===== config.mk =====
export PLATFORM = sky130hd
export DESIGN_NAME = shoe_dealer
export DESIGN_NICKNAME = d
export VERILOG_FILES = /design/src/rtl/shoe_dealer.sv
export SDC_FILE = /design/constraint.sdc
export NUM_CORES = 1
export LEC_CHECK = 0
export ABC_AREA = 1
export CAP_MARGIN = 0
export CORE_ASPECT_RATIO = 0.9
export CORE_MARGIN = 10
export CORE_UTILIZATION = 50
export CTS_BUF_LIST = sky130_fd_sc_hd__clkbuf_4
export CTS_CLUSTER_DIAMETER = 200
export DETAILED_ROUTE_END_ITERATION = 12
export PLACE_DENSITY_LB_ADDON = 0.15
export REMOVE_ABC_BUFFERS = 1
export SYNTH_ARGS = -nofsm -noshare
export SYNTH_HDL_FRONTEND = slang
export SYNTH_SLANG_ARGS = --single-unit

===== constraint.sdc =====
create_clock -name clk -period 6.85 [get_ports clk]
set_clock_uncertainty 0.1 [all_clocks]
set_input_delay 0.685 -clock clk [delete_from_list [all_inputs] [get_ports clk]]
set_output_delay 0.685 -clock clk [all_outputs]
set_load 0.1 [all_outputs]

===== src/rtl/shoe_dealer.sv =====
// shoe_dealer: multi-deck card shoe that deals 1..MAX_DEAL cards per request without replacement.
// Build option SHOE_DEALER_TEST_SEQ_EN swaps the LFSR candidate for a deterministic 1..13 sequence.
module shoe_dealer #(
    parameter int          NUM_DECKS    = 1,
    parameter int          MAX_DEAL     = 2,
    parameter int          RESHUFFLE_AT = 15,
    parameter logic [15:0] LFSR_SEED    = 16'hACE1
) (
    input  logic                  clk,
    input  logic                  reset,
    input  logic                  deal_req,
    input  logic [2:0]            deal_num,
    input  logic                  shuffle_req,
    output logic [4*MAX_DEAL-1:0] cards,
    output logic                  deal_ack,
    output logic                  deal_err,
    output logic                  busy,
    output logic [8:0]            remaining,
    output logic                  reshuffled
);
    localparam logic [5:0] RANK_FULL = 6'(4 * NUM_DECKS);
    localparam logic [8:0] SHOE_FULL = 9'(52 * NUM_DECKS);
    localparam logic [8:0] RESH_LIM  = 9'(RESHUFFLE_AT);
    localparam logic [2:0] DEAL_MAX  = 3'(MAX_DEAL);

    typedef enum logic [2:0] {S_IDLE, S_DRAW, S_PROBE, S_DONE, S_SHUFFLE} state_t;

    state_t                     state, state_nxt;
    logic [5:0]                 cnt [13];
    logic [8:0]                 rem;
    logic [2:0]                 num, k;
    logic [3:0]                 probe, shuf_rank, cand, sel_rank;
    logic                       pend;
    logic [MAX_DEAL-1:0][3:0]   hold, cards_q;
    logic                       take, start, need_shuf, err_nxt, avail, last;

    function automatic logic [3:0] nxt_rank(input logic [3:0] r);
        return (r == 4'd13) ? 4'd1 : r + 4'd1;
    endfunction

`ifdef SHOE_DEALER_TEST_SEQ_EN
    logic [3:0] seq;
    always_ff @(posedge clk or negedge reset)
        if (!reset)    seq <= 4'd1;
        else if (take) seq <= nxt_rank(seq);
    assign cand = seq;
`else
    logic [15:0] lfsr;
    // Galois form of x^16+x^14+x^13+x^11+1, shifting right
    always_ff @(posedge clk or negedge reset)
        if (!reset) lfsr <= LFSR_SEED;
        else        lfsr <= {1'b0, lfsr[15:1]} ^ (lfsr[0] ? 16'hB400 : 16'h0000);
    assign cand = (lfsr[3:0] % 4'd13) + 4'd1;
`endif

    always_ff @(posedge clk or negedge reset)
        if (!reset) state <= S_IDLE;
        else        state <= state_nxt;

    always_comb begin
        state_nxt = state;
        take      = 1'b0;
        start     = 1'b0;
        err_nxt   = 1'b0;
        sel_rank  = (state == S_PROBE) ? probe : cand;
        avail     = cnt[sel_rank - 4'd1] != 6'd0;
        last      = (k + 3'd1) == num;
        need_shuf = rem < {6'd0, deal_num};
        case (state)
            S_IDLE: begin
                if (shuffle_req) begin
                    state_nxt = S_SHUFFLE;
                end else if (deal_req) begin
                    if (deal_num == 3'd0 || deal_num > DEAL_MAX) begin
                        err_nxt = 1'b1;
                    end else begin
                        start     = 1'b1;
                        state_nxt = need_shuf ? S_SHUFFLE : S_DRAW;
                    end
                end
            end
            S_DRAW: begin
                if (avail) begin
                    take = 1'b1;
                    if (last) state_nxt = S_DONE;
                end else begin
                    state_nxt = S_PROBE;
                end
            end
            S_PROBE: begin
                if (avail) begin
                    take      = 1'b1;
                    state_nxt = last ? S_DONE : S_DRAW;
                end
            end
            S_DONE:    state_nxt = (rem < RESH_LIM) ? S_SHUFFLE : S_IDLE;
            S_SHUFFLE: if (shuf_rank == 4'd13) state_nxt = pend ? S_DRAW : S_IDLE;
            default:   state_nxt = S_IDLE;
        endcase
        if (state != S_IDLE && deal_req) err_nxt = 1'b1;
    end

    always_ff @(posedge clk or negedge reset) begin
        if (!reset) begin
            for (int r = 0; r < 13; r++) cnt[r] <= RANK_FULL;
            rem        <= SHOE_FULL;
            num        <= 3'd0;
            k          <= 3'd0;
            probe      <= 4'd1;
            shuf_rank  <= 4'd1;
            pend       <= 1'b0;
            hold       <= '0;
            cards_q    <= '0;
            deal_ack   <= 1'b0;
            deal_err   <= 1'b0;
            reshuffled <= 1'b0;
        end else begin
            deal_ack   <= 1'b0;
            reshuffled <= 1'b0;
            deal_err   <= err_nxt;
            if (start) begin
                num  <= deal_num;
                k    <= 3'd0;
                pend <= need_shuf;
            end
            if (take) begin
                cnt[sel_rank - 4'd1] <= cnt[sel_rank - 4'd1] - 6'd1;
                rem <= rem - 9'd1;
                k   <= k + 3'd1;
                for (int s = 0; s < MAX_DEAL; s++)
                    if (k == 3'(s)) hold[s] <= sel_rank;
            end
            // An empty candidate rank starts a linear walk to the next non-empty rank
            if (state == S_DRAW && !avail)  probe <= nxt_rank(cand);
            if (state == S_PROBE && !avail) probe <= nxt_rank(probe);
            if (state == S_DONE) begin
                deal_ack <= 1'b1;
                for (int s = 0; s < MAX_DEAL; s++)
                    cards_q[s] <= (3'(s) < num) ? hold[s] : 4'd0;
            end
            if (state == S_SHUFFLE) begin
                cnt[shuf_rank - 4'd1] <= RANK_FULL;
                shuf_rank <= shuf_rank + 4'd1;
                if (shuf_rank == 4'd13) begin
                    shuf_rank  <= 4'd1;
                    rem        <= SHOE_FULL;
                    reshuffled <= 1'b1;
                    pend       <= 1'b0;
                end
            end
        end
    end

    assign cards     = cards_q;
    assign busy      = (state != S_IDLE);
    assign remaining = rem;

endmodule


; ---- Yosys cells after proc, flatten, opt, wreduce, memory -nomap -nowiden
; Cells that the tools add are included.
[word_totals]
ff_bits = 140
inputBits = 7
output_inout_bits = 21
elab_cells = 138
[op_classes]
add_sub_neg = 9
div = 1
magnitude_cmp = 9
eq_ne = 14
mux = 53
bitwise = 6
n_reduce_logical = 18
[ops]
columns = op, n
row1 = 78-bit two-way mux, 2
row2 = 78-bit bitwise mux, 1
row3 = 65-bit AND, 1
row4 = 65-bit inverter, 1
row5 = 6-bit demux with 4-bit select, 2
row6 = 3-bit two-way mux, 11
row7 = 4-bit two-way mux, 8
row8 = 9-bit two-way mux, 3
row9 = 6-bit binary-select mux with 4-bit select, 1
row10 = 6-bit two-way mux, 4
row11 = 1-bit two-way mux, 18
row12 = "4-bit by 1-bit adder with 4-bit output, second input constant", 4
row13 = 16-bit two-way mux, 1
row14 = 15-bit by 16-bit bitwise XOR with 16-bit output, 1
row15 = 3-bit case mux with 5 select lines, 1
row16 = 13-bit OR, 1
row17 = "4-bit equality test, second input constant", 3
row18 = "5-bit greater-or-equal comparator, second input constant", 2
row19 = "5-bit by 1-bit less-than comparator with 1-bit output, second input constant", 2
row20 = 4-bit inverter with 5-bit output, 2
row21 = 3-bit logical NOT, 3
row22 = 9-bit by 3-bit less-than comparator with 1-bit output, 1
row23 = "9-bit by 4-bit less-than comparator with 1-bit output, second input constant", 1
row24 = "3-bit != test, second input constant", 3
row25 = 23 further kinds, 33

; ---- Longest topological paths before layout
; Gate-level depths: netlist (run 1).
[logic_depth]
word_depth = 14
ltp_mapped = 32
mapped_depth_nobuf = 30

; ---- Worst setup path before layout (run 1)
; OpenSTA, ideal clock, no wires.
[synth_path]
path_kind = register to register
startpoint = register lfsr[0]
endpoint = register cnt[36] (netlist bit)
setup_ns = 0.117
t_arrival_ns = 4.840
required_time_ns = 6.633
slack_ns = 1.793
stages_incl_launch_ff = 32
synth_period_minus_slack_ns = 5.057
path_cell_list = dfstp_2 buf_2 inv_1 ha_1 nand2_1 nand2_1 nand2_1 nand2_1 ha_1 or2_1 o21ai_2 inv_1 ha_1 clkbuf_1 clkbuf_1 o211ai_1 nand2_1 nand2_1 nand2_1 nand2_1 nand2_1 clkbuf_1 ha_1 nand3_1 nor2_4 nand2_4 buf_8 nand4_2 buf_4 nand2_1 nand2_1 nor2_1
[synth_between]
elab_chain_len = 14
elab_cells_between_ends = 21
[synth_lines]
columns = item, line
row1 = start: declaration, 48  ; logic [15:0] lfsr;
row2 = start signal: assignment, 52  ; else lfsr <= {1'b0, lfsr[15:1]} ^ (lfsr[0] ? 16'hB400 : 16'h0000);
row3 = 4-bit by 4-bit remainder unit with 4-bit output (*), 53  ; assign cand = (lfsr[3:0] % 4'd13) + 4'd1;
row4 = 4-bit by 1-bit adder with 4-bit output (*), 53
row5 = 4-bit two-way mux (*), 65  ; sel_rank = (state == S_PROBE) ? probe : cand;
row6 = 4-bit by 1-bit subtractor with 4-bit output (*), "66, 127"
row7 = 4-bit inverter with 5-bit output (implied by the code) (*), "66, 127"
row8 = branches (longest 6 deep; another with 6-bit by 1-bit subtractor with 6-bit output), -
row9 = 78-bit two-way mux (*), 126  ; if (take) begin
row10 = 65-bit AND (no source line), -
row11 = 78-bit two-way mux (*), 141  ; if (state == S_SHUFFLE) begin
row12 = end signal: indexed assignment, 127  ; cnt[sel_rank - 4'd1] <= cnt[sel_rank - 4'd1] - 6'd1;
row13 = end: declaration, 29  ; logic [5:0] cnt [13];
; Every way passes the cells marked *. The select of a mux whose other input is x is not followed.
; A chain may end at the register's enable or synchronous reset.

; ---- Final worst setup path (run 1)
[layout_path]
startpoint = register lfsr[0]
endpoint = register cnt[15] (netlist bit)
; The elaborated chain is that of the path after synthesis.

==> results of run 1 <==
## path summary, 6_finish.rpt
| path | from | slack (ns) | to | cells past startpoint |
|---|---|---|---|---|
| worst max-delay path | lfsr[0]$_DFF_PN1_ | 1.29 | cnt[15]$_DFF_PN0_ | 26 |
| worst min-delay path | reset | 0.03 | remaining[3]$_DFF_PN0_ | 1 |
| worst max register to register | lfsr[0]$_DFF_PN1_ | 1.29 | cnt[15]$_DFF_PN0_ | 26 |
| worst min register to register | lfsr[8]$_DFF_PN0_ | 0.26 | lfsr[7]$_DFF_PN1_ | 0 |
| max in group asynchronous | reset | 5.38 | cnt[31]$_DFF_PN0_ | 2 |
| min in group clk | lfsr[8]$_DFF_PN0_ | 0.26 | lfsr[7]$_DFF_PN1_ | 0 |
## cell families (layout without fill, tap and decap cells)
| group | count (synthesis) | count (layout) |
|---|---|---|
| simple gates | 677 | 677 |
| buf+inv | 193 | 225 |
| other cells | 0 | 3 |
| compound gates | 95 | 95 |
| xor+xnor | 13 | 13 |
| flops | 140 | 140 |
| fa+ha+maj | 17 | 17 |
## layer usage
metal | part of all wire, % | vias to the layer above | track usage (%)
met1 | 49 | 3313 | 26.8
met2 | 44 | 202 | 28.2
met3 | 5.5 | 32 | 3.74
met4 | 1.9 | 0 | 7.60
met5 | 0 | - | 0
li1 | - | 3576 | -
## report_power, final
group	internal [W]	switching (W)
clock	0.000259	0.000330
sequential	0.00113	0.000160
combinational	0.000666	0.00187
total	0.00206	0.00236
## stage by stage
| step | total power [W] | cells | worst slack (ns) |
|---|---|---|---|
| floorplan | 0.00301 | 1102 | 1.67 |
| global placement | 0.00378 | 1342 | 1.57 |
| detailed placement | 0.00380 | 1342 | 1.44 |
| CTS | 0.00440 | 1374 | 1.37 |
| global route | 0.00474 | 1377 | 0.849 |
| finish | 0.00442 | 1377 | 1.29 |
## registers in the layout (all words and copies together), names as in the netlist
register    count
shuf_rank       4
num             3
k               3
probe           4
reshuffled      1
lfsr           16
deal_err        1
cards           8
state           3
pend            1
deal_ack        1
hold            8
cnt            78
remaining       9
## cell usage after synthesis (3+ instances only)
library cell	number
ha_1	17
nand2_1	382
a21oi_1	21
o21ai_1	11
nor2_4	4
dfrtp_1	114
xor2_1	8
dfstp_2	26
inv_2	11
o21ai_0	31
o211ai_1	20
nand2_2	8
xnor2_1	4
buf_4	9
nand3_1	93
nand4_1	12
nor2_1	155
nand4_2	5
buf_2	13
nor3_1	4
a2bb2oi_1	3
inv_1	147
clkbuf_1	7
## cell type report
class / instances / area (sq um)
clock inverters: 14 / 169
fillers: 1594 / 7230
repair buffers: 33 / 317
well taps: 207 / 259
multi-input cells: 802 / 3760
inverters: 160 / 601
clock buffers: 18 / 135
diodes: 3 / 7.51
flip-flops and latches: 140 / 3540
## layout by cell type (no fill, tap or decap), types with 6 or more instances in the layout
master | Yosys | routed
inv_2 | 11 | 11
buf_4 | 9 | 6
inv_1 | 147 | 147
clkbuf_4 | 0 | 18
o21ai_1 | 11 | 11
dfstp_2 | 26 | 26
nor2_1 | 155 | 155
nand2_2 | 8 | 8
xor2_1 | 8 | 8
o21ai_0 | 31 | 31
a21oi_1 | 21 | 21
o211ai_1 | 20 | 20
ha_1 | 17 | 17
clkdlybuf4s50_1 | 0 | 26
nand2_1 | 382 | 382
nand3_1 | 93 | 93
nand4_1 | 12 | 12
dfrtp_1 | 114 | 114
## worst reg2reg max path, delay by kind of cell, from the launching register on
| family | cells | cell delay [ns] |
|---|---|---|
| compound gates | 3 | 0.70 |
| fa+ha+maj | 4 | 1.01 |
| buf+inv | 4 | 0.99 |
| flops | 1 | 0.66 |
| simple gates | 15 | 2.04 |
==> impl_metrics.toml, run 1 <==
[critical_path]
worst-endpoint-arrival_ns = 5.94
critical_path.top_delay_family = "simple AND/OR/NAND/NOR gates"
worst-endpoint-required_ns = 7.23
cp_num_buf_inv = 4
crit_path_max_cell_delay_ns = 0.66
critical_path.max_fanout = 20
kind_of_start_point_of_the_critical_path = "register"
crit_path_end_kind = "register"
worst_path_max_delay_cell = "dfstp_2"
crit_top_cell = "nand2_1"
timing_worst_setup_path_type = "reg -> reg"

[detailed_routing]
detail_route.vias_per_cell = 5.17
first_pass_iters = 6
dr_total_vias = 7123
route.detailed.wl_per_inst_um = 15.0
dr.first_iter.drc_count = 582
routed_wirelength_um = 20600
drc_violations = 0
drt.antenna.violating_nets = 0

[global_routing]
grt_util_all_layers_pct = 19.1
grt_antenna_before_repair = 1
wire_length_of_the_first_global_routing_pass_um = 33800
globalRoute.totalOverflow = 0
first_global_vias = 6525
grt_max_degree = 83

[timing]
finalCriticalPeriod_ns = 5.56
final_max_slew_viol_count = 0
layout_worst_path_cycle_share_pct = 81.2
slew-limit-headroom_pct = 24.0
max_freq_mhz = 180
hold_ws_ns = 0.0264
timing_hold_violations_final = 0
setup_repair_after_global_routing_missed_its_margin = "false"
setup-violations-final = 0
worstMarginPinSlew_ns = 1.14
timing.setup.tns_ns = 0

[yosys]
area_fraction_in_and_or_nand_and_nor_cells_after_synthesis_pct = 35.4
synth_largest_area_cell = "dfrtp_1"
synth.cell_area_sq_um = 8100
syn-mean-instance-area_sq_um = 7.14
dominant_combinational_cell_family_by_area_after_synthesis = "simple AND/OR/NAND/NOR gates"
synth_cell_types = 45
seq_area_frac_synth_pct = 43.7
gate_count_post_synth = 1135
netlist_top_cells_area = "dfrtp_1 (35%), nand2_1 (18%), dfstp_2 (8.4%), nor2_1 (7.2%), inv_1 (6.8%)"
synth.ff_latch_count = 140
yosys-mux-area-fraction_pct = 0
synth_top_cell_area_share_pct = 35.2
postSynth.asyncResetShare_pct = 100
synth_enable_flop_cells = 0
synth_compound_gate_area_share_pct = 6.94
synth_fa_ha_area_share_pct = 2.63
warnings_synthesis = 0
synthFlopType = "dfrtp_1"
xor_and_xnor_area_share_after_synthesis_pct = 1.50

[clocking]
root_buffer = "clkbuf_4"
clock_latency_ns = 0.58
post_cts_resized = 0
cts.clk_slew.worst_paths_ns = 0.13
clock_tree.htree_level_count = 4
cts_num_sinks = 140
postCtsSetupRepairBufs = 0
cts.hold.buffers_added = 0
clk_path_buf_depth = 2
cts_made_buffers = 17
tritoncts = "yes"

[status]
run_status = "complete, no violations"

[die]
die_w_um = 154
core-area_sq_um = 16000
rows = 44
floorplan.initialDensity_pct = 50.6
pin_count = 28
dieHeight_um = 141
fp.dieArea_sq_um = 21700

[run]
cap_viol_max_count = 0

[pwr]
static-leakage-power_nw = 4.80
ir_worst_vdd_v = 0.000321
power_density_nw_per_um2 = 503

[layout]
post-route-util_pct = 54.8
finish.instance_area_sq_um = 8790
final_layout_size_suffix_gt1_share_pct = 8.91
area_delta_synth_final_pct = 8.48
nets = 1178

[placed_design]
routability_congestion_estimate = 0.958
postPlaceCellArea_sq_um = 8470
port_buffers = 27
detailedPlacementHpwl_um = 14200

[hold_path]
hold_path_class = "in -> async"
Power figures use the tool's default switching activity.
==> run 2: changes to the inputs <==
- clock period: 6.85 -> 5.47 ns (I/O delays scaled with it)
==> impl_metrics.toml, run 2 (synthesized netlist as in run 1, its figures left out) <==
[status]
run_status = "finished, violations left"
failed_checks = "design-rule violations"

[critical_path]
crit_top_cell = "nand2_1"
crit_path_max_cell_delay_ns = 0.66
worst-endpoint-arrival_ns = 5.46
r2r_setup_slack_ns = 0.37
critical_path.max_fanout = 18
worst-endpoint-required_ns = 5.83
kind_of_start_point_of_the_critical_path = "register"
timing_worst_setup_path_type = "reg -> reg"
crit_path_end_kind = "register"
worst_path_max_delay_cell = "dfstp_2"

[layout]
post-route-util_pct = 54.9
most_common_cell_after_layout_fill_and_taps_aside = "nand2_1"
area_delta_synth_final_pct = 8.67
flip_flop_count_of_the_largest_register_all_copies_and_words_added = 78
registers.top_by_ff_count = "cnt"
final_layout_size_suffix_gt1_share_pct = 9.22
leading_cell_types_in_the_layout_fill_and_taps_excluded = "nand2_1 (382), nor2_1 (155), inv_1 (147), dfrtp_1 (114), nand3_1 (93)"
nets = 1183

[timing]
setup_repair_after_global_routing_missed_its_margin = "false"
finalCriticalPeriod_ns = 5.10
slew-limit-headroom_pct = 34.1
timing.setup.tns_ns = 0
setup-violations-final = 0
max_freq_mhz = 196
layout_worst_path_cycle_share_pct = 93.3
final_max_slew_viol_count = 0
worstMarginPinSlew_ns = 0.986
timing_hold_violations_final = 0

[clocking]
post_cts_resized = 0
cts.hold.buffers_added = 1
cts_num_sinks = 140
tritoncts = "yes"
cts_made_buffers = 17
postCtsSetupRepairBufs = 0
cts.clk_slew.worst_paths_ns = 0.12
clock_tree.htree_level_count = 4
root_buffer = "clkbuf_4"
clk_path_buf_depth = 2
clock_latency_ns = 0.56

[detailed_routing]
dr.first_iter.drc_count = 598
detail_route.vias_per_cell = 5.10
drc_violations = 2
routed_wirelength_um = 20300
dr_total_vias = 7041
drt.antenna.violating_nets = 0
route.detailed.wl_per_inst_um = 14.7
first_pass_iters = 9

[placed_design]
port_buffers = 27
routability_congestion_estimate = 0.906
detailedPlacementHpwl_um = 14400

[pwr]
static-leakage-power_nw = 4.80
ir_worst_vdd_v = 0.000467
power_density_nw_per_um2 = 621

[run]
cap_viol_max_count = 0

[die]
rows = 44
die_w_um = 154
pin_count = 28
dieHeight_um = 141
core-area_sq_um = 16000
fp.dieArea_sq_um = 21700
floorplan.initialDensity_pct = 50.6

[global_routing]
globalRoute.totalOverflow = 0
grt_antenna_before_repair = 1
grt_max_degree = 91
wire_length_of_the_first_global_routing_pass_um = 34000
first_global_vias = 6593
grt_util_all_layers_pct = 19.1

[hold_path]
hold_path_class = "reg -> reg"
[run 2: per-layer routing]
| layer | track usage, % | part of all wire [%] | vias up |
|---|---|---|---|
| li1 | - | - | 3584 |
| met3 | 3.71 | 5.6 | 22 |
| met4 | 5.51 | 1.5 | 0 |
| met2 | 29.3 | 44 | 180 |
| met5 | 0 | 0 | - |
| met1 | 26.8 | 49 | 3255 |
[run 2: stage by stage]
stage | power (W) | setup WS [ns] | hold WS, ns | instance area [sq um] | std cells
after global placement | 0.00476 | 0.653 | 0.234 | 8500 | 1346
after CTS | 0.00547 | 0.489 | 0.267 | 8800 | 1379
after floorplan | 0.00377 | 0.291 | 0.151 | 7900 | 1102
after detailed placement | 0.00478 | 0.533 | 0.240 | 8500 | 1346
after global routing | 0.00591 | 0.0111 | 0.268 | 8800 | 1381
final | 0.00547 | 0.367 | 0.265 | 8800 | 1381
[run 2: area by class of cell]
type / instances / area (sq um)
clock inverter: 14 / 146
timing repair buffer: 38 / 357
antenna: 2 / 5.00
fill: 1554 / 7220
tap: 207 / 259
inverter: 160 / 601
sequential: 140 / 3540
multi-input combinational: 802 / 3760
clock buffer: 18 / 135
[run 2: path summary, 6_finish.rpt]
check                      cells after the start                      to               from
max                                           25       cnt[32]$_DFF_PN1_  lfsr[0]$_DFF_PN1_
min                                            0       lfsr[6]$_DFF_PN1_  lfsr[7]$_DFF_PN1_
max reg2reg                                   25       cnt[32]$_DFF_PN1_  lfsr[0]$_DFF_PN1_
min reg2reg                                    0       lfsr[6]$_DFF_PN1_  lfsr[7]$_DFF_PN1_
max in group asynchronous                      3       lfsr[1]$_DFF_PN0_              reset
min in group asynchronous                      2  remaining[3]$_DFF_PN0_              reset
[run 2: critical path, delay by kind of cell, from the launching register on]
family                     cells  cell delay [ns]
AOI/OAI and AO/OA              3             0.57
adders and majority gates      4             1.02
buffers and inverters          4             0.65
DFF                            1             0.66
and+or+nand+nor               14             1.98
[run 2: where the power goes]
part           total (W)  switching (W)  leakage (nW)  internal (W)
clock network   0.000675       0.000399         0.139      0.000276
registers        0.00161       0.000196          1.76       0.00142
logic            0.00318        0.00233          2.90      0.000846
